==> config.mk <==
export PLATFORM = sky130hd
export DESIGN_NAME = sdram_port_arbiter
export DESIGN_NICKNAME = d
export VERILOG_FILES = /design/src/rtl/sdram_port_arbiter.sv
export SDC_FILE = /design/constraint.sdc
export NUM_CORES = 1
export LEC_CHECK = 0
export ABC_AREA = 1
export BUFFER_PORTS_ARGS = -buffer_cell sky130_fd_sc_hd__buf_2
export CORE_UTILIZATION = 46
export CTS_BUF_LIST = sky130_fd_sc_hd__clkbuf_8
export DETAILED_ROUTE_END_ITERATION = 10
export GPL_TIMING_DRIVEN = 1
export PLACE_DENSITY = 0.72
export SLEW_MARGIN = 10
export SYNTH_ARGS = -nofsm -noshare
export SYNTH_HDL_FRONTEND = slang
export SYNTH_SLANG_ARGS = --single-unit
export TNS_END_PERCENT = 5
==> constraint.sdc <==
create_clock -name clk -period 2.45 [get_ports clk]
set_clock_uncertainty 0.1 [all_clocks]
set_input_delay 0.49 -clock clk [delete_from_list [all_inputs] [get_ports clk]]
set_output_delay 0.49 -clock clk [all_outputs]
set_load 0.005 [all_outputs]
==> src/rtl/sdram_port_arbiter.sv <==
// rtl/sdram_port_arbiter.sv - round-robin N-client SDRAM channel arbiter with download write priority
module sdram_port_arbiter #(
  parameter int NCH = 4,
  parameter int AW  = 24,
  parameter int DW  = 16
) (
  input  logic              clk,
  input  logic              reset,
  input  logic              dl_active,
  input  logic              dl_req,
  input  logic [AW-1:0]     dl_addr,
  input  logic [DW-1:0]     dl_data,
  input  logic [1:0]        dl_be,
  output logic              dl_ack,
  input  logic [NCH-1:0]    cli_req,
  input  logic [NCH*AW-1:0] cli_addr,
  output logic [NCH*DW-1:0] cli_dout,
  output logic [NCH-1:0]    cli_rdy,
  output logic              mem_req,
  output logic [AW-1:0]     mem_addr,
  output logic [DW-1:0]     mem_din,
  output logic [1:0]        mem_be,
  output logic              mem_rnw,
  input  logic [DW-1:0]     mem_dout,
  input  logic              mem_rdy
);

  localparam int PW = (NCH > 1) ? $clog2(NCH) : 1;

  localparam logic [1:0] S_IDLE  = 2'd0;
  localparam logic [1:0] S_ISSUE = 2'd1;
  localparam logic [1:0] S_WAIT  = 2'd2;

  logic [1:0]     state;
  logic [NCH-1:0] pend;
  logic [AW-1:0]  paddr [NCH];
  logic           dpend;
  logic [AW-1:0]  daddr;
  logic [DW-1:0]  ddata;
  logic [1:0]     dbe;
  logic [PW-1:0]  ptr;
  logic [PW-1:0]  gnt_idx;
  logic           gnt_dl;
  logic           sel_found;
  logic [PW-1:0]  sel_idx;

  function automatic logic [PW-1:0] wrap_add(input logic [PW-1:0] base, input int ofs);
    int s;
    s = 32'(base) + ofs;
    if (s >= NCH) s = s - NCH;
    return s[PW-1:0];
  endfunction

  // Descending scan so the last hit is the client closest to ptr.
  always_comb begin
    sel_found = 1'b0;
    sel_idx   = '0;
    for (int k = NCH - 1; k >= 0; k--) begin
      if (pend[wrap_add(ptr, k)]) begin
        sel_found = 1'b1;
        sel_idx   = wrap_add(ptr, k);
      end
    end
  end

  always_ff @(posedge clk) begin
    if (reset) begin
      state    <= S_IDLE;
      pend     <= '0;
      dpend    <= 1'b0;
      daddr    <= '0;
      ddata    <= '0;
      dbe      <= '0;
      ptr      <= '0;
      gnt_idx  <= '0;
      gnt_dl   <= 1'b0;
      for (int i = 0; i < NCH; i++) paddr[i] <= '0;
      mem_req  <= 1'b0;
      mem_addr <= '0;
      mem_din  <= '0;
      mem_be   <= '0;
      mem_rnw  <= 1'b1;
      cli_dout <= '0;
      cli_rdy  <= '0;
      dl_ack   <= 1'b0;
    end else begin
      mem_req <= 1'b0;
      cli_rdy <= '0;
      dl_ack  <= 1'b0;
      case (state)
        S_IDLE: begin
          if (dpend) begin
            dpend    <= 1'b0;
            gnt_dl   <= 1'b1;
            mem_addr <= daddr;
            mem_din  <= ddata;
            mem_be   <= dbe;
            mem_rnw  <= 1'b0;
            mem_req  <= 1'b1;
            state    <= S_ISSUE;
          end else if (!dl_active && sel_found) begin
            pend[sel_idx] <= 1'b0;
            gnt_dl   <= 1'b0;
            gnt_idx  <= sel_idx;
            mem_addr <= paddr[sel_idx];
            mem_be   <= 2'b11;
            mem_rnw  <= 1'b1;
            mem_req  <= 1'b1;
            state    <= S_ISSUE;
          end
        end
        S_ISSUE: state <= S_WAIT;
        S_WAIT: begin
          if (mem_rdy) begin
            if (gnt_dl) begin
              dl_ack <= 1'b1;
            end else begin
              cli_dout[32'(gnt_idx)*DW +: DW] <= mem_dout;
              cli_rdy[gnt_idx] <= 1'b1;
              ptr <= wrap_add(gnt_idx, 1);
            end
            state <= S_IDLE;
          end
        end
        default: state <= S_IDLE;
      endcase
      // New requests are latched after the grant so a same-cycle re-request survives the clear.
      for (int i = 0; i < NCH; i++) begin
        if (cli_req[i]) begin
          pend[i]  <= 1'b1;
          paddr[i] <= cli_addr[i*AW +: AW];
        end
      end
      if (dl_req && dl_active) begin
        dpend <= 1'b1;
        daddr <= dl_addr;
        ddata <= dl_data;
        dbe   <= dl_be;
      end
    end
  end

endmodule

=== After elaboration in Yosys (flattened, before gate mapping) ===
Memory sizes are Yosys's and may differ from the RTL's.
Index checks and enable logic that the tools add are counted.
W data, S select, Z words.

* Output and inout bits: 113
* Logic and storage cells: 161
* Bits in registers: 167
* Memories kept: 1
* Bits in writable memories: 96
* Bits of input ports: 163

* Magnitude comparators: 13
* Reduce and logical (&&, ||, !) cells: 28
* Add/subtract/negate cells: 10
* Shifts and indexed selects: 2
* Eq/ne operators: 8
* Bitwise gates (word level): 11
* Multiplexer cells: 68

{| class="wikitable"
|+ Memories
! name !! depth !! width !! read ports !! clocked after Yosys merged registers in !! wr ports !! line !! source
|-
| paddr || 4 || 24 || 1 || 0 || 4 || 36 || <nowiki>logic [AW-1:0] paddr [NCH];</nowiki>
|}

{| class="wikitable"
|+ Operators with widths
! operator !! number
|-
| $mux W24 || 6
|-
| $bwmux W64 || 1
|-
| $shift A16 B34 Y64 const A || 1
|-
| $shiftx A16 B34 Y64 || 1
|-
| $mux W1 || 37
|-
| $neg A6 Y34 || 1
|-
| $mux W2 || 14
|-
| $reduce_bool A2 Y1 || 10
|-
| $lt A2 B3 Y1 const B || 6
|-
| $reduce_and A3 Y1 || 6
|-
| $ge A3 B3 Y1 const B || 4
|-
| $mux W4 || 3
|-
| $ne A2 B2 Y1 const B || 5
|-
| $sub A2 B1 Y2 const B || 5
|-
| $bmux W1 S2 || 4
|-
| $add A2 B1 Y3 const B || 2
|-
| $add A2 B2 Y3 const B || 2
|-
| $pmux W2 S3 || 1
|-
| $reduce_and A2 Y1 || 3
|-
| $not A1 Y1 || 5
|-
| $and A4 B4 Y4 || 1
|-
| $demux W1 S2 || 2
|-
| $ge A2 B1 Y1 const B || 2
|-
| $logic_and A1 B1 Y1 || 4
|-
| other kinds (11) || 14
|}

=== Logic depth before layout (Yosys ltp) ===
* Word-level depth: 19
* Depth in mapped cells: 16
* Gate-level depth less buffers: 14

=== Least setup slack after synthesis ===
No wires, ideal clock.

* Path type: register to register
* Start: reg gnt_idx[0]
* End: reg cli_dout[33]
* Arrival time: 2.343 ns
* Required time: 2.280 ns
* Period minus slack after synthesis: 2.514 ns
* Setup time: 0.070 ns
* Path slack: -0.064 ns
* Cell stages (with the launch flop): 10
* Buffers on the path: 3
* Cells stage by stage: dfxtp_1 -> clkbuf_1 -> clkinv_1 -> ha_1 -> clkbuf_1 -> inv_1 -> nor2_1 -> clkbuf_1 -> nand4_1 -> a21oi_1

* Cells in the longest elaborated chain, start to end: 3
* Elaborated cells on any way between the ends: 4
* Classes of those cells: add/sub (1); shift (2); mux (1)

{| class="wikitable"
|+ Ends and longest elaborated chain
! element !! line !! source
|-
| from (decl) || 42 || <nowiki>logic [PW-1:0] gnt_idx;</nowiki>
|-
| from (signal assigned) || 104 || <nowiki>gnt_idx <= sel_idx;</nowiki>
|-
| $neg A6 Y34 (*) || 118 || <nowiki>cli_dout[32'(gnt_idx)*DW +: DW] <= mem_dout;</nowiki>
|-
| $shiftx A16 B34 Y64 or $shift A16 B34 Y64 (tied branches) || 118 ||
|-
| $bwmux W64 (*) || 118 ||
|-
| to (signal, indexed assignment) || 118 ||
|-
| to (decl) || 17 || <nowiki>output logic [NCH*DW-1:0] cli_dout,</nowiki>
|}

Every way passes the cells marked *; elsewhere a longest branch is shown, timed or not.
A chain may end at the register's enable or synchronous reset.

=== Final worst setup path ===
* Start: reg ptr[1]
* End: reg mem_addr[22]

* Cells in the longest elaborated chain, start to end: 12
* Elaborated cells on any way between the ends: 37
* Classes of those cells: add/sub (7); order compare (4); mux (22); reduce/logical (3); memory (1)

{| class="wikitable"
|+ Ends and longest elaborated chain
! element !! line !! source
|-
| from (decl) || 41 || <nowiki>logic [PW-1:0] ptr;</nowiki>
|-
| from (signal assigned) || 120 || <nowiki>ptr <= wrap_add(gnt_idx, 1);</nowiki>
|-
| $add A2 B2 Y3 || 49 || <nowiki>s = 32'(base) + ofs;</nowiki>
|-
| $ge A3 B3 Y1 or $sub A2 B1 Y2 (tied branches) || 50 || <nowiki>if (s >= NCH) s = s - NCH;</nowiki>
|-
| $mux W2 || 50 ||
|-
| $bmux W1 S2 || 59 || <nowiki>if (pend[wrap_add(ptr, k)]) begin</nowiki>
|-
| $mux W1 (implied by the code) || 59 ||
|-
| $mux W2 or $mux W1 (tied branches) (4 in a row) || 59 ||
|-
| $mem_v2 Z4 W24 or $logic_and A1 B1 Y1 (tied branches) || - ||
|-
| $mux W24 or $reduce_bool A2 Y1 (tied branches) || - ||
|-
| $mux W24 or $reduce_and A2 Y1 (tied branches) || - ||
|-
| to (signal assigned) || 95 || <nowiki>mem_addr <= daddr;</nowiki>
|-
| to (signal assigned) || 105 || <nowiki>mem_addr <= paddr[sel_idx];</nowiki>
|-
| to (decl) || 20 || <nowiki>output logic [AW-1:0] mem_addr,</nowiki>
|}

Parallel ways exist; a longest one is shown, timed or not. The select of a mux whose other input is x is not followed.

==> impl_metrics.toml <==
[clock_tree]
cts_buffers = 44
clock_latency_ns = 0.55
cts_max_path_buffers = 3
htreeDepth = 2
cts_sinks = 263
cts_setup_buffers = 0
ctsResizeCount = 0
holdBufCountCts = 0
cts_tree = "built"
cts.clk_slew.worst_paths_ns = 0.06
root_buffer = "clkbuf_8"

[setup_path]
crit_top_cell = "nand2_1"
critPathKind = "register to register"
cp.arrival_ns = 2.59
startpoint_type = "register"
critical_path_required_ns = 2.82
max_stage_delay_ns = 0.44
worst_setup_path_end_kind = "register"
cp_cell_sequence = "inv_1, nand2_1, nand2_1, nand2_1, nand3_2, nand2_1, nand2_2, nand2_4, buf_4, nor2_1, nor2_1, o21ai_1, a21oi_1"
crit_fanout = 16
cp_slowest_cell = "dfxtp_1"

[sta]
post-route-min-period_ns = 2.22
tns_ns = 0
fmax_mhz = 450
rsz0062_at_grt = "false"
period_share_pct = 90.7
setup_viol = 0
drv_slew = 0
relSlewSlack_pct = 56.3
fin_hold_ws_ns = 0.0969
setup_ws_ns = 0.228
finalHoldViolCount = 0
worst_pin_slew_ns = 0.656

[finish]
syn2layout_area_growth_pct = 22.5
fill_cells = 2241
drive_gt1_share_pct = 23.2
stdcell_area_um2 = 13700
fin_util_pct = 58.1
nets = 1830

[die]
die_w_um = 158
dieHeight_um = 158
die_area_um2 = 25000
initial_core_util_pct = 47.4
rows = 56
core_um2 = 23700
ioPinCount = 276

[route]
routedWlPerCell_um = 15.5
avgViaCountPerCell = 5.05
antenna_left = 0
first_iter_violations = 750
drc_errors = 0
drtPass1Iterations = 6
wl_um = 31100
vias = 10100

[synthesis]
yosys.area.top_type = "dfxtp_1"
synth_top_area_share_pct = 29.8
postSynthCellCount = 1389
synth_common_cells = "302 x nor2_1, 197 x nand2_1, 167 x dfxtp_1, 156 x inv_1, 108 x a21oi_1"
synthFlopType = "dfxtp_1"
synth_edf_count = 96
ys_ff_latch = 263
syn-num-nets = 1560
async_reset_ff_share_pct = 0
ys_warn_count = 0
avgSynthCellArea_um2 = 8.08
synth_cell_types = 33
mappedNetlistArea_um2 = 11200
synth_area_leaders = "dfxtp_1 30%, edfxtp_1 26%, nor2_1 10%, nand2_1 6.6%, inv_1 5.2%"
synth_most_common_cell = "nor2_1"
ys_seq_area_share_pct = 55.5

[grt]
grt_pass1_vias = 9362
antenna_found_initial = 1
grt_pass1_wl_um = 47400
grt.total_usage_pct = 24.6
globalRouteOverflowTotal = 0
grt_max_degree = 59

[placement]
dpl-instance-area_um2 = 12900
place.gp.congestion = 0.872
dp.final_hpwl_um = 21900
portBuffers = 275
dp_slack_ns = 0.151

[status]
outcome = "finished, final reports clean"

[job]
max_cap_violations = 0

[power_and_ir_drop]
cellPowerDensity_nw_per_um2 = 768
cellLeakagePower_nw = 6.63
vdd_drop_max_mv = 0.408

[worst_hold_path]
min_path_type = "input port to register"
[flip-flops by register name, indices dropped and copies added (netlist names), 2 cells and up]
register / flops
ptr: 2
ddata: 16
gnt_idx: 2
cli_rdy: 4
dbe: 2
mem_din: 16
cli_dout: 64
paddr: 96
daddr: 24
pend: 4
mem_addr: 24
mem_be: 2
state: 2
[worst max-delay path, delay by kind of cell (launching register included)]
| family | cells | cell delay [ns] |
|---|---|---|
| AND/OR/NAND/NOR | 9 | 1.02 |
| flip-flops | 1 | 0.44 |
| buffers and inverters | 2 | 0.38 |
| AO/OA/AOI/OAI | 2 | 0.24 |
[where the power goes]
group          internal, mW  switching [mW]
logic                 0.651            1.31
registers              4.84           0.137
clock network          1.94            1.68
[through the flow]
step,std cells,power (mW)
floorplan,1389,6.30
global placement,1932,6.98
detailed placement,1932,7.01
CTS,2006,10.6
global route,2006,11.1
finish,2007,10.6
[worst paths after layout]
check        slack [ns]           end        start  depth (start not counted)
max reg2reg        0.23  mem_addr[22]       ptr[1]                         13
min reg2reg        0.35      daddr[6]     daddr[6]                          2
max                0.23  mem_addr[22]       ptr[1]                         13
min                 0.1     daddr[21]  dl_addr[21]                          3
[layout make-up]
type                       instances  area [um2]  area share (%)
sequential                       263        6230            45.3
antenna                            1        2.50          0.0182
inverter                         164         619            4.50
timing repair buffer             314        1730            12.5
tap                              319         399            2.90
clock inverter                    21        90.1           0.655
multi-input combinational        872        3960            28.8
clock buffer                      53         729            5.31
[cells in the final DEF, fill, tap and decap left out, types with 22 or more instances in the layout]
cell	netlist	layout
inv_1	156	170
a21oi_1	108	108
edfxtp_1	96	96
nand3_1	76	76
nor2_1	302	302
buf_2	19	274
dfxtp_1	167	166
o21ai_1	22	22
clkbuf_8	0	53
nand4_1	54	54
buf_4	4	35
o21ai_0	67	67
nand2_1	197	197
[kinds of logic after synthesis]
group                      after synthesis  synth area share [%]
DFF                                    263                  55.5
buffers and inverters                  254                  9.27
AOI/OAI and AO/OA                      207                  9.54
adders and majority gates                8                 0.892
and+or+nand+nor                        657                  24.8
[per-layer routing]
layer	vias up	part of all wire (%)	track usage (%)
li1	5023	-	-
met1	4597	41	31.1
met2	456	48	42.1
met3	62	8.2	4.30
met4	0	2.5	8.88
met5	-	0	0
(Power assumes the default switching activity.)
